[config.mk]
export PLATFORM = sky130hd
export DESIGN_NAME = branch_unit
export DESIGN_NICKNAME = d
export VERILOG_FILES = /design/src/rtl/slc3_pkg.sv /design/src/rtl/branch_unit.sv
export SDC_FILE = /design/constraint.sdc
export NUM_CORES = 1
export LEC_CHECK = 0
export ABC_AREA = 1
export CORE_MARGIN = 3
export CORE_UTILIZATION = 42
export DETAILED_ROUTE_END_ITERATION = 16
export GPL_TIMING_DRIVEN = 0
export PLACE_DENSITY = 0.69
export SLEW_MARGIN = 40
export SYNTH_ARGS = -nofsm -noshare
export SYNTH_HDL_FRONTEND = slang
export SYNTH_SLANG_ARGS = --single-unit
[constraint.sdc]
create_clock -name Clk -period 4.75 [get_ports Clk]
set_clock_uncertainty 0.05 [all_clocks]
set_input_delay 0.7125 -clock Clk [delete_from_list [all_inputs] [get_ports Clk]]
set_output_delay 0.7125 -clock Clk [all_outputs]
set_load 0.005 [all_outputs]
[src/rtl/slc3_pkg.sv]
// Shared SLC-3 datapath definitions: branch unit FSM states, the BR opcode,
// and the 9-bit offset sign extension also used by the ADDR2 mux.
package slc3_pkg;

    typedef enum logic [1:0] {
        IDLE   = 2'd0,
        EVAL   = 2'd1,
        TARGET = 2'd2,
        COMMIT = 2'd3
    } br_state_t;

    localparam logic [3:0] OP_BR = 4'b0000;

    function automatic logic [15:0] sext9(input logic [8:0] field);
        return {{7{field[8]}}, field};
    endfunction

endpackage

[src/rtl/branch_unit.sv]
// Multi-cycle LC-3 BR resolution: capture, evaluate the condition, add the
// offset, then issue a one-cycle PC load. Also counts taken branches.
module branch_unit
    import slc3_pkg::*;
#(
    parameter int CNT_W = 8
) (
    input  logic             Clk,
    input  logic             Reset,
    input  logic             Start,
    input  logic [15:0]      IR_In,
    input  logic [2:0]       NZP_In,
    input  logic [15:0]      PC_In,
    output logic             Busy,
    output logic             Done,
    output logic             PC_Load,
    output logic [15:0]      PC_Out,
    output logic             Taken,
    output logic [CNT_W-1:0] Taken_Count
);

    localparam logic [CNT_W-1:0] CNT_ONE = {{(CNT_W-1){1'b0}}, 1'b1};

    br_state_t        state;
    logic [15:0]      ir;
    logic [15:0]      pc;
    logic [2:0]       nzp;
    logic             cond;
    logic [15:0]      target;
    logic             taken_r;
    logic [CNT_W-1:0] cnt;

    always_ff @(posedge Clk or posedge Reset) begin
        if (Reset) begin
            state   <= IDLE;
            ir      <= '0;
            pc      <= '0;
            nzp     <= '0;
            cond    <= 1'b0;
            target  <= '0;
            taken_r <= 1'b0;
            cnt     <= '0;
        end else begin
            case (state)
                IDLE: begin
                    if (Start) begin
                        ir    <= IR_In;
                        nzp   <= NZP_In;
                        pc    <= PC_In;
                        state <= EVAL;
                    end
                end
                EVAL: begin
                    cond  <= (ir[15:12] == OP_BR) && (|(ir[11:9] & nzp));
                    state <= TARGET;
                end
                TARGET: begin
                    target  <= pc + sext9(ir[8:0]);
                    taken_r <= cond;
                    state   <= COMMIT;
                end
                COMMIT: begin
                    // Saturate rather than wrap so a long run still reads as "many".
                    if (cond && !(&cnt))
                        cnt <= cnt + CNT_ONE;
                    state <= IDLE;
                end
                default: state <= IDLE;
            endcase
        end
    end

    assign Busy        = (state != IDLE);
    assign Done        = (state == COMMIT);
    assign PC_Load     = (state == COMMIT) && cond;
    // Built from registers only; stable from COMMIT until the next accept.
    assign PC_Out      = taken_r ? target : pc;
    assign Taken       = taken_r;
    assign Taken_Count = cnt;

endmodule

==> results.md <==
- Outcome: completed
- Hpwl dp: 6220 um
- CP startpoint kind: register
- CTS buffer count: 9
- Total power: 3.29 mW
- Worst Max-Slew Pin Slew: 0.609 ns
- Drt first pass iters: 4
- Unrepaired setup endpoints after global routing: no
- Static leakage power: 2.37 nW
- Initial antenna violation count: 0
- Syn Nets: 508
- Die Area: 9830 um^2
- Final Cycle Share: 66.1%
- Antenna cells: 0
- Worst Setup Path Type: reg2out
- Final ANT Viol Nets: 0
- Highest Clock Rate: 319 MHz
- Die Wd: 99.1 um
- HP Class: reg2reg
- Top-area cell type share of the netlist area: 43.3%
- CTS Sinks: 63
- PD cells: 705 nW/um^2
- Area Growth Syn to Fin: 28.2%
- DR iter-0 viols: 102
- Largest net degree at the start of global routing: 34
- Port buffer count: 65
- Fin area: 4670 um^2
- CP max FO: 10
- GRT busiest layer: met2
- Worst EP required: 3.99 ns
- CP cell instances: clkbuf_1 > inv_2 > clkbuf_1 > nand2_1 > nand2_1 > clkdlybuf4s50_1
- Mean post-synth cell area: 8.13 um^2
- Post-synth EDFFs: 0
- Synth top cells by count: nand2_1, dfrtp_1, inv_1, mux2_2, ha_1
- CTS root buffer: clkbuf_8
- Post-layout min period: 3.14 ns
- R2R cell count: 5
- Max Slew Vio Count: 0
- RePlAce Congestion: 0.843
- GRT overflow: 0
- FP Rows: 33
- FF+latch count, synth: 63
- Endpoint arrival time on the critical path: 2.38 ns
- Critical-path top delay cell: clkdlybuf4s50_1
- CP endpoint kind: output pin
- Num ports: 66
- CP peak stage delay: 0.50 ns
- YS warnings: 0
- Die Y: 99.1 um
- Reg2reg end: pc[6]$_DFFE_PP0P_
- Routed via count: 3053
- Routed len/inst: 13.0 um
- Ys async rst share: 100%
- Netlist Area Pre-Place: 3640 um^2
- Count leader, synth: nand2_1
- Main flop type after synthesis: dfrtp_1
- Count of cell types in the netlist: 29
- CP endpoint: PC_Out[8]
- Via density: 4.81
- Placed Area: 4450 um^2
- Cell count after synthesis: 448
- Setup bufs post-CTS: 0
- # H-tree levels: 3
- Post_cts resized: 0
- Hold-fix buffers, CTS: 0
- Worst VDD drop: 0.000300 V
- # fillers: 777
- Cells after DPL: 619
- GR Util met3: 4.00%
- Reg2reg start: state[0]$_DFFE_PP0P_
- Cell taking the most area after synthesis: dfrtp_1
- Clk buf depth: 2
- Drc violations: 0
- Reg clk slew, reported paths: 0.07 ns
- Final setup fails: 0
- Slew margin rel.: 59.4%
- Largest cells by area after synthesis: dfrtp_1, nand2_1, mux2_2
- Vias in the first global route: 3085
- Setup TNS: 0 ns
- Hold Violations, Final: 0
- Non-Filler Instances: 635
- Clock Latency Late Sink: 0.35 ns
- Global Route met2 Usage: 29.5%
- FF-to-FF setup slack: 2.72 ns
- Drt total wl: 8280 um
- Nets: 585
- Max_cap viols: 0
- Crit. Startpoint: Taken$_DFFE_PP0P_
- Met1 GRT Util: 23.8%
- Initial Utilization: 43.9%
- GRT Overall Usage: 18.1%
- Seq/Total Area, Yosys: 43.3%
- Layout cells sized above 1: 11.7%
- TritonCTS clock tree: done
- Core Region: 8300 um^2
- First-pass GRT wire length: 14300 um
power breakdown:
part | internal, mW | total, mW | leakage (nW) | switching [mW]
Clock | 0.310 | 0.529 | 0.110 | 0.219
Sequential | 0.779 | 0.944 | 0.771 | 0.165
Combinational | 0.833 | 1.82 | 1.49 | 0.985
Total | 1.92 | 3.29 | 2.37 | 1.37
how the worst min path moves through the flow:
stage                            from                     end  cells after the start
6_report       target[12]$_DFFE_PP0P_  target[12]$_DFFE_PP0P_                      2
5_1_grt         target[5]$_DFFE_PP0P_   target[5]$_DFFE_PP0P_                      2
4_1_cts         target[1]$_DFFE_PP0P_   target[1]$_DFFE_PP0P_                      2
3_5_place_dp    target[6]$_DFFE_PP0P_   target[6]$_DFFE_PP0P_                      2
3_3_place_gp    target[0]$_DFFE_PP0P_   target[0]$_DFFE_PP0P_                      2
2_1_floorplan   target[0]$_DFFE_PP0P_   target[0]$_DFFE_PP0P_                      2
metrics by stage:
step                      utilization [%]  setup slack [ns]  hold WS, ns
after global placement               53.3              1.29        0.408
after global routing                 56.3              1.46        0.452
after CTS                            56.3              1.56        0.433
after detailed placement             53.6              1.96        0.415
after floorplan                         -              2.42        0.392
final                                56.3              1.61        0.431
critical path: cells and delay by family (launching register included):
kind                   cells  cell delay (ns)
flip-flops                 1             0.38
AND/OR/NAND/NOR            2             0.21
buffers and inverters      4             1.44
placed cells by master, fill, tap and decap left out:
master / synthesis / routed
nor2_2: 1 / 1
fa_1: 1 / 1
bufinv_16: 0 / 2
o21ai_4: 1 / 1
buf_2: 3 / 3
nand2_1: 177 / 177
a21oi_1: 11 / 11
clkinvlp_4: 0 / 1
ha_1: 21 / 21
xor2_1: 6 / 6
or2_0: 1 / 1
inv_1: 53 / 52
and2_1: 2 / 2
or2_1: 1 / 1
nand4_1: 4 / 4
clkdlybuf4s50_1: 0 / 65
mux2_2: 33 / 33
inv_4: 1 / 2
nor2_1: 17 / 17
xnor2_1: 4 / 4
nand3b_1: 2 / 2
clkinv_2: 0 / 1
clkbuf_8: 0 / 10
nand3_2: 1 / 1
nand2_2: 1 / 1
nand3_1: 18 / 18
o21ai_0: 10 / 10
o21ai_1: 2 / 2
nor3_1: 3 / 3
clkbuf_1: 6 / 7
buf_12: 0 / 1
o22ai_1: 1 / 1
clkinv_4: 0 / 1
dfrtp_1: 63 / 63
or2_2: 3 / 3
inv_2: 1 / 1
metal layers:
metal | share of wire (%) | wire (um) | vias to the layer above
met5 | 0 | 0 | -
met4 | 1.8 | 148 | 0
met3 | 4.6 | 381 | 16
met2 | 46 | 3850 | 72
met1 | 47 | 3910 | 1410
li1 | - | - | 1555
sequential cells by signal (all words and copies together), names as in the netlist:
name,count
ir,16
Taken,1
cond,1
Taken_Count,8
target,16
nzp,3
state,2
pc,16
kinds of logic after synthesis:
family / Yosys count / synth area share (%)
DFF: 63 / 43.3
muxes: 33 / 10.2
buffers and inverters: 64 / 6.77
AOI/OAI and AO/OA: 25 / 3.78
adders and majority gates: 22 / 7.76
xor gates and xnor gates: 10 / 2.40
and+or+nand+nor: 231 / 25.8
area by class of cell:
| cell class | instances | area (um^2) | share of cell area [%] |
|---|---|---|---|
| Sequential cell | 63 | 1580 | 33.8 |
| Inverter | 55 | 211 | 4.53 |
| Tap cell | 105 | 131 | 2.81 |
| Buffer | 9 | 37.5 | 0.804 |
| Multi-Input combinational cell | 321 | 1820 | 39.0 |
| Clock buffer | 11 | 141 | 3.03 |
| Clock inverter | 5 | 81.3 | 1.74 |
| Timing Repair Buffer | 66 | 671 | 14.4 |
Note: power is estimated with default switching activity, not from simulation.
